$ cat src/rtl/vbw_subtractor_pipe.sv
// Two-stage variable bit-width subtractor (1x64/2x32/4x16/8x8 lanes): a - b - bi, low half then high half.
// Optional unsigned saturation of borrowed lanes when VBW_SUB_SAT_EN is defined.
module vbw_subtractor_pipe (
  input  logic        clk,
  input  logic        rst_n,
  input  logic        in_valid,
  output logic        in_ready,
  input  logic [63:0] a,
  input  logic [63:0] b,
  input  logic        bi,
  input  logic [1:0]  control,
  output logic        out_valid,
  input  logic        out_ready,
  output logic [63:0] s,
  output logic        bo,
  output logic [7:0]  lane_borrow
);

  // Low byte-index bits that stay inside one lane: lane start has them all 0, lane MSB all 1.
  function automatic logic [2:0] f_lane_mask(input logic [1:0] ctrl);
    case (ctrl)
      2'b00:   return 3'd7;
      2'b01:   return 3'd3;
      2'b10:   return 3'd1;
      default: return 3'd0;
    endcase
  endfunction

  logic        r_s1_valid;
  logic [31:0] r_s_lo;
  logic        r_c32;
  logic [3:0]  r_lb_lo;
  logic [31:0] r_a_hi;
  logic [31:0] r_b_hi;
  logic [1:0]  r_ctrl;

  logic        r_out_valid;
  logic [63:0] r_s;
  logic        r_bo;
  logic [7:0]  r_lb;

  logic        w_s2_ready;
  logic        w_accept;
  logic        w_advance;
  logic [2:0]  w_mask1;
  logic [2:0]  w_mask2;
  logic [31:0] w_s1;
  logic [3:0]  w_lb1;
  logic [31:0] w_s2;
  logic [3:0]  w_lb2;
  logic [63:0] w_s_raw;
  logic [7:0]  w_lb_raw;
  logic [63:0] w_s_out;
  logic        w_bo;

  assign w_mask1    = f_lane_mask(control);
  assign w_mask2    = f_lane_mask(r_ctrl);
  assign w_s2_ready = ~r_out_valid | out_ready;
  assign in_ready   = ~r_s1_valid | w_s2_ready;
  assign w_accept   = in_valid & in_ready;
  assign w_advance  = r_s1_valid & w_s2_ready;

  generate
    for (genvar gi = 0; gi < 4; gi++) begin : g_lo
      localparam logic [2:0] BYTE_IDX = 3'(gi);
      logic       w_cin;
      logic       w_co;
      logic [7:0] w_sum;
      if (gi == 0) begin : g_first
        assign w_cin = (control == 2'b00) ? ~bi : 1'b1;
      end else begin : g_rest
        assign w_cin = ((BYTE_IDX & w_mask1) == 3'd0) ? 1'b1 : g_lo[gi-1].w_co;
      end
      assign {w_co, w_sum}     = {1'b0, a[gi*8 +: 8]} + {1'b0, ~b[gi*8 +: 8]} + {8'd0, w_cin};
      assign w_s1[gi*8 +: 8]   = w_sum;
      assign w_lb1[gi]         = ((BYTE_IDX & w_mask1) == w_mask1) & ~w_co;
    end

    for (genvar gi = 0; gi < 4; gi++) begin : g_hi
      localparam logic [2:0] BYTE_IDX = 3'(gi + 4);
      logic       w_cin;
      logic       w_co;
      logic [7:0] w_sum;
      // Only the 1x64 mode continues a chain into byte 4; every other mode starts a lane there.
      if (gi == 0) begin : g_first
        assign w_cin = ((BYTE_IDX & w_mask2) == 3'd0) ? 1'b1 : r_c32;
      end else begin : g_rest
        assign w_cin = ((BYTE_IDX & w_mask2) == 3'd0) ? 1'b1 : g_hi[gi-1].w_co;
      end
      assign {w_co, w_sum}     = {1'b0, r_a_hi[gi*8 +: 8]} + {1'b0, ~r_b_hi[gi*8 +: 8]} + {8'd0, w_cin};
      assign w_s2[gi*8 +: 8]   = w_sum;
      assign w_lb2[gi]         = ((BYTE_IDX & w_mask2) == w_mask2) & ~w_co;
    end
  endgenerate

  assign w_s_raw  = {w_s2, r_s_lo};
  assign w_lb_raw = {w_lb2, r_lb_lo};
  assign w_bo     = (r_ctrl == 2'b00) & ~g_hi[3].w_co;

`ifdef VBW_SUB_SAT_EN
  generate
    for (genvar gi = 0; gi < 8; gi++) begin : g_sat
      localparam logic [2:0] BYTE_IDX = 3'(gi);
      // The borrow that governs a byte sits at its lane's MSB byte.
      assign w_s_out[gi*8 +: 8] = w_lb_raw[BYTE_IDX | w_mask2] ? 8'd0 : w_s_raw[gi*8 +: 8];
    end
  endgenerate
`else
  assign w_s_out = w_s_raw;
`endif

  always_ff @(posedge clk) begin
    if (!rst_n) begin
      r_s1_valid  <= 1'b0;
      r_out_valid <= 1'b0;
      r_s         <= '0;
      r_bo        <= 1'b0;
      r_lb        <= '0;
    end else begin
      if (w_accept) begin
        r_s1_valid <= 1'b1;
        r_s_lo     <= w_s1;
        r_c32      <= g_lo[3].w_co;
        r_lb_lo    <= w_lb1;
        r_a_hi     <= a[63:32];
        r_b_hi     <= b[63:32];
        r_ctrl     <= control;
      end else if (w_advance) begin
        r_s1_valid <= 1'b0;
      end
      if (w_s2_ready) begin
        r_out_valid <= r_s1_valid;
        if (r_s1_valid) begin
          r_s  <= w_s_out;
          r_bo <= w_bo;
          r_lb <= w_lb_raw;
        end
      end
    end
  end

  assign out_valid   = r_out_valid;
  assign s           = r_s;
  assign bo          = r_bo;
  assign lane_borrow = r_lb;

endmodule
$ cat config.mk
export PLATFORM = sky130hd
export DESIGN_NAME = vbw_subtractor_pipe
export DESIGN_NICKNAME = d
export VERILOG_FILES = /design/src/rtl/vbw_subtractor_pipe.sv
export SDC_FILE = /design/constraint.sdc
export NUM_CORES = 1
export LEC_CHECK = 0
export BUFFER_PORTS_ARGS = -buffer_cell sky130_fd_sc_hd__buf_2
export CAP_MARGIN = 20
export CORE_AREA = 8 8 147 149
export CTS_CLUSTER_DIAMETER = 100
export DETAILED_ROUTE_END_ITERATION = 12
export DIE_AREA = 0 0 155 157
export GPL_ROUTABILITY_DRIVEN = 1
export PLACE_DENSITY = 0.71
export SETUP_SLACK_MARGIN = 0.05
export SLEW_MARGIN = 20
export SYNTH_ARGS = -nofsm -noshare
export SYNTH_HDL_FRONTEND = slang
export SYNTH_SLANG_ARGS = --single-unit
export TNS_END_PERCENT = 10
$ cat constraint.sdc
create_clock -name clk -period 6.4 [get_ports clk]
set_input_delay 0.64 -clock clk [delete_from_list [all_inputs] [get_ports clk]]
set_output_delay 0.64 -clock clk [all_outputs]
set_load 0.01 [all_outputs]
-- After elaboration in Yosys (flattened, before gate mapping)
Cells that the tools add are included.
- register bits: 178
- input bits: 135
- $add $sub $neg: 16
- equality and inequality tests: 4
- muxes and demuxes: 12
- bitwise operators: 34
- reductions and logical operators: 16
- operators by type and width (cell ; number):
    adder 8 x 8 -> 9 bit ; 8
    adder 9 x 1 -> 9 bit ; 8
    inverter 8 bit ; 8
    zero test 3 bit ; 8
    one-hot mux 3 bit (3 select lines) ; 2
    inverter 1 bit ; 14
    AND 1 bit ; 10
    zero test 2 bit ; 5
    2-to-1 mux 1 bit ; 10
    == test 2 x 1 -> 1 bit, second input constant ; 2
    == test 2 bit, second input constant ; 2
    AND reduction 2 bit ; 2
    OR 1 bit ; 2
    nonzero test 2 bit ; 1

-- Longest topological paths before layout
- depth in word-level cells: 13
- depth in mapped cells: 30

-- Worst setup path before layout
Ideal clock, no wire load.
- path type: input port to flip-flop
- start point: input port control[1]
- end point: register r_lb_lo[3], data pin
- arrival time: 5.882 ns
- data required time: 6.145 ns
- setup slack: 0.263 ns
- stages on the path: 30
- buffers on the path: 0
- cell sequence: nor2_1 and2_1 fa_1 fa_1 nor2b_1 o31a_1 o21ai_1 a21oi_1 a21oi_1 fa_1 fa_1 nor2b_4 o21ai_2 a21oi_1 or4_1 a21oi_1 fa_1 fa_1 nor2b_1 o31a_1 o21ai_1 a21oi_1 nand2b_1 fa_1 fa_1 a21o_1 a21oi_1 o21ai_0 o211a_1 nor2_1
- longest elaborated chain between the ends: 11
- RTL lines (element ; line ; source):
    start, declared ; 11 ; input logic [1:0] control,
    zero test 2 bit, or another cell as far along ; 21, 70 ;
    2-to-1 mux 1 bit / one-hot mux 3 bit (3 select lines) (equally long branches) ; 70, 21 ;
    adder 9 x 1 -> 9 bit / zero test 3 bit (equally long branches) ; 74, 72 ;
    2-to-1 mux 1 bit ; 72 ; assign w_cin = ((BYTE_IDX & w_mask1) == 3'd0) ? 1'b1 : g_lo[gi-1].w_co;
    adder 9 x 1 -> 9 bit ; 74 ; assign {w_co, w_sum} = {1'b0, a[gi*8 +: 8]} + {1'b0, ~b[gi*8 +: 8]} + {8'd0, w_cin};
    2-to-1 mux 1 bit ; 72 ;
    adder 9 x 1 -> 9 bit ; 74 ;
    2-to-1 mux 1 bit (*) ; 72 ;
    adder 9 x 1 -> 9 bit (*) ; 74 ;
    net g_lo[3].w_co ; 67 ; logic w_co;
    inverter 1 bit (*) ; 76 ; assign w_lb1[gi] = ((BYTE_IDX & w_mask1) == w_mask1) & ~w_co;
    AND 1 bit (*) ; 76 ;
    net w_lb1[3] ; 48 ; logic [3:0] w_lb1;
    end signal, assigned ; 124 ; r_lb_lo <= w_lb1;
    end, declared ; 32 ; logic [3:0] r_lb_lo;
The timed path passes the listed nets; every way through them passes the cells marked *.
A chain may end at the register's enable or synchronous reset.

-- Worst setup path in the final report
- start point: register r_ctrl[1]
- end point: register r_bo (netlist: bo)
- longest elaborated chain between the ends: 13
- RTL lines (element ; line ; source):
    start, declared ; 35 ; logic [1:0] r_ctrl;
    start signal, assigned ; 127 ; r_ctrl <= control;
    == test 2 bit, or another cell as far along ; 21 ; case (ctrl)
    one-hot mux 3 bit (3 select lines) ; 21 ;
    zero test 3 bit ; 86 ; assign w_cin = ((BYTE_IDX & w_mask2) == 3'd0) ? 1'b1 : r_c32;
    2-to-1 mux 1 bit ; 86 ;
    adder 9 x 1 -> 9 bit ; 90 ; assign {w_co, w_sum} = {1'b0, r_a_hi[gi*8 +: 8]} + {1'b0, ~r_b_hi[gi*8 +: 8]} + {8'd0, w_cin};
    2-to-1 mux 1 bit ; 88 ; assign w_cin = ((BYTE_IDX & w_mask2) == 3'd0) ? 1'b1 : g_hi[gi-1].w_co;
    adder 9 x 1 -> 9 bit ; 90 ;
    2-to-1 mux 1 bit ; 88 ;
    adder 9 x 1 -> 9 bit ; 90 ;
    2-to-1 mux 1 bit ; 88 ;
    adder 9 x 1 -> 9 bit ; 90 ;
    inverter 1 bit ; 98 ; assign w_bo = (r_ctrl == 2'b00) & ~g_hi[3].w_co;
    AND 1 bit (*) ; 98 ;
    end signal, assigned ; 135 ; r_bo <= w_bo;
    end, declared ; 39 ; logic r_bo;
Mark *: on every way between the ends. The rest lies on a longest branch, timed or not.

==> summary.txt <==
Worst-Skew Late Latency - 0.42 ns
Maximum clock path buffer count - 2
Seq/Total Area, Yosys - 53.7%
Clk_skew - 0.00663 ns
Top Ports - 210
Die W - 155 um
Final nets - 1,241
Reg2Reg Setup Slack - 0.35 ns
Final worst path period share - 94.5%
CTS tree - built
Synthesis Warnings - 0
Post-synthesis cell type count - 58
Setup CP Type - flop to flop
Hold EP - r_a_hi[10]
Max-cap violations - 0
Reg2Reg Depth - 29
Seq cells post-synth - 178
Gate power share - 15.8%
Sequential Power Share - 48.4%
Post-synth top flop - edfxtp_1
Slew Limit Fails - 0
Synth Net Count - 1,006
Clock slew at reported path FFs - 0.06 ns
1st-iter DRT viols - 302
Worst-Margin Slew - 1.01 ns
Core area - 19,200 um^2
Drt wl/cell - 15.4 um
Syn Area/Cell - 10.7 um^2
Crit path largest cell delay - 0.40 ns
Layout area overhead - 25.5%
Synth Cell Area - 8550 um^2
Hold Path Origin - a[42]
Slew headroom - 32.5%
Share of the synthesized area in the top cell type - 36.2%
Data arrival, critical path - 6.35 ns
RSZ-0062 raised after global routing - true
Worst hold-check path type - primary input to flop
PwrDens - 254 nW/um^2
Asr flop ratio synth - 0%
Dpl hpwl - 14,800 um
WL final - 20,200 um
Leak pwr - 4.77 nW
Rows - 51
Status - completed
Maximum VDD drop - 0.000134 V
Initial antenna violation count - 6
Crit path top cell by count - fa_2
Vias per cell - 4.90
H-Tree Depth - 4
Switching share of total power - 24.9%
Port Buffer Count - 209
Startpoint types - flop
Post-Synthesis Cells - 799
Setup_tns - 0 ns
Largest net degree at the start of global routing - 82
Post-route ant nets - 0
CP Capture Type - flop
Yosys top cell by area - edfxtp_1
GPL Wtd Cong - 0.802
Clk pwr share - 35.8%
Crit Reg-Reg Endpoint - bo
Ant diodes - 0
CTS root buf - clkbuf_16
GRT Overall Usage - 16.6%
DR DRC count - 0
Synth top area cells - edfxtp_1, dfxtp_1, ha_1, a21oi_1, nand2_1
First-pass GRT wire length - 31,900 um
Worst path slowest cell - fa_1
Largest fanout on the critical path - 3
TritonCTS Buffers - 17
Drt pass-1 iters - 4
Clk sinks - 178
Net Sw Power - 0.679 mW
Die height - 157 um
Initial core utilization - 44.5%
Gr ovfl total - 0
Internal - 2.05 mW
Layout cell share with drive strength beyond 1 - 30.8%
Final core occ - 55.9%
Vias - 6,424
Worst path required time - 6.70 ns
Final Critical Period - 6.05 ns
R2r startpoint - r_ctrl[1]
Number of flops mapped to enable cells by yosys - 103
Fin. Hold Viols - 0
Die area - 24,300 um^2
# setup viols final - 0
Fmax - 0.165 GHz
Vias in the first global route - 6,403
Hold path depth - 1
[synth_stat cells (2+ instances only)]
cell type / number
a21o_1: 10
a211o_1: 2
nor3_1: 11
nand2b_1: 3
a211oi_1: 12
nand3_1: 26
nand4b_1: 3
o21ai_0: 14
a31oi_1: 4
o31a_1: 4
xor2_1: 6
nor2b_4: 2
buf_6: 2
o31ai_1: 2
a21oi_1: 78
or4_1: 4
and3_1: 6
nand4_1: 7
fa_1: 16
clkbuf_1: 8
inv_1: 80
buf_2: 11
buf_4: 5
or3_1: 7
nor4_1: 3
nor2_1: 42
o211a_1: 3
nor2b_1: 15
o21ai_1: 7
o21bai_1: 4
xnor2_1: 21
o21a_1: 9
dfxtp_1: 75
or2_2: 4
ha_1: 56
edfxtp_1: 103
o211ai_1: 8
o2111ai_1: 3
and2_1: 3
nand2_1: 102
[layout make-up]
class                   instances  area [um^2]
flip-flops and latches        178         4590
well taps                     265          332
fillers                      1684         8470
clock inverters                 8         83.8
repair buffers                243         1300
inverters                      80          300
clock buffers                  23          468
multi-input cells             514         3660
[worst max-delay path, delay by kind of cell, from the launching register on]
kind	cells	cell delay [ns]
and+or+nand+nor	6	0.68
DFF	1	0.37
adders and majority gates	8	2.77
AOI/OAI and AO/OA	15	2.11
[per-layer routing]
layer	global-route usage, %	vias up	routed length, um
met2	28.1	171	9680
met5	0	-	75
met3	5.73	25	1370
li1	-	3268	-
met4	4.29	12	213
met1	19.8	2948	8910
[sequential cells by signal, summed over array words and instances, names as in the netlist]
register	flops
bo	1
lane_borrow	8
out_valid	1
r_a_hi	32
r_b_hi	32
r_c32	1
r_ctrl	2
r_lb_lo	4
r_s1_valid	1
r_s_lo	32
s	64
[worst max path at each step]
stage	end	startpoint	slack, ns	cells after the start
6_report	bo	r_ctrl[1]	0.35	29
5_1_grt	r_s_lo[30]	control[1]	0.05	32
4_1_cts	r_lb_lo[3]	control[1]	0.04	32
3_5_place_dp	r_lb_lo[3]	control[1]	-0.44	32
3_3_place_gp	r_lb_lo[3]	control[1]	-0.28	32
2_1_floorplan	r_lb_lo[3]	control[1]	0.26	30
[logic make-up after synthesis]
group | after synthesis | share of synthesized area [%]
compound gates | 174 | 13.0
xor+xnor | 27 | 2.76
flops | 178 | 53.7
fa+ha+maj | 72 | 11.9
mux | 1 | 0.117
simple gates | 240 | 13.2
buf+inv | 107 | 5.25
[metrics by stage]
stage               cells  hold slack, ns  area (um^2)  setup WS [ns]  power [mW]
floorplan             799           0.471         8550          0.263        1.61
global placement     1269           0.439         9980         -0.275        1.75
detailed placement   1269           0.445         9980         -0.437        1.76
CTS                  1306           0.372        10600         0.0350        2.74
global route         1311           0.366        10700         0.0471        2.85
finish               1311           0.392        10700          0.354        2.73
[layout by cell type (no fill, tap or decap), types with 10 or more instances in the layout]
cell type,n
xnor2_1,21
ha_1,56
a211oi_1,12
nor2_1,41
dfxtp_1,75
nand2_1,102
clkbuf_16,17
a21o_1,10
buf_4,34
fa_2,13
nand3_1,26
buf_2,209
edfxtp_1,103
a21oi_1,70
o21ai_0,13
inv_1,79
[repair_timing]
| action | 4_1_cts | 5_1_grt |
|---|---|---|
| hold buffers | 0 | 0 |
| endpoints found under the setup margin | 8 | 14 |
| gates resized for setup | 12 | 27 |
| pin swaps | 5 | 16 |
| setup buffers | 6 | 5 |
| gates cloned | 0 | 0 |
[power by group through the flow]
stage | clock network [mW] | logic, mW | registers, mW
after global routing | 1.04 | 0.482 | 1.33
after global placement | 0 | 0.404 | 1.34
after floorplan | 0 | 0.252 | 1.35
final | 0.976 | 0.430 | 1.32
after detailed placement | 0 | 0.412 | 1.34
after CTS | 1.00 | 0.421 | 1.32
Note: power is estimated with default switching activity, not from simulation.
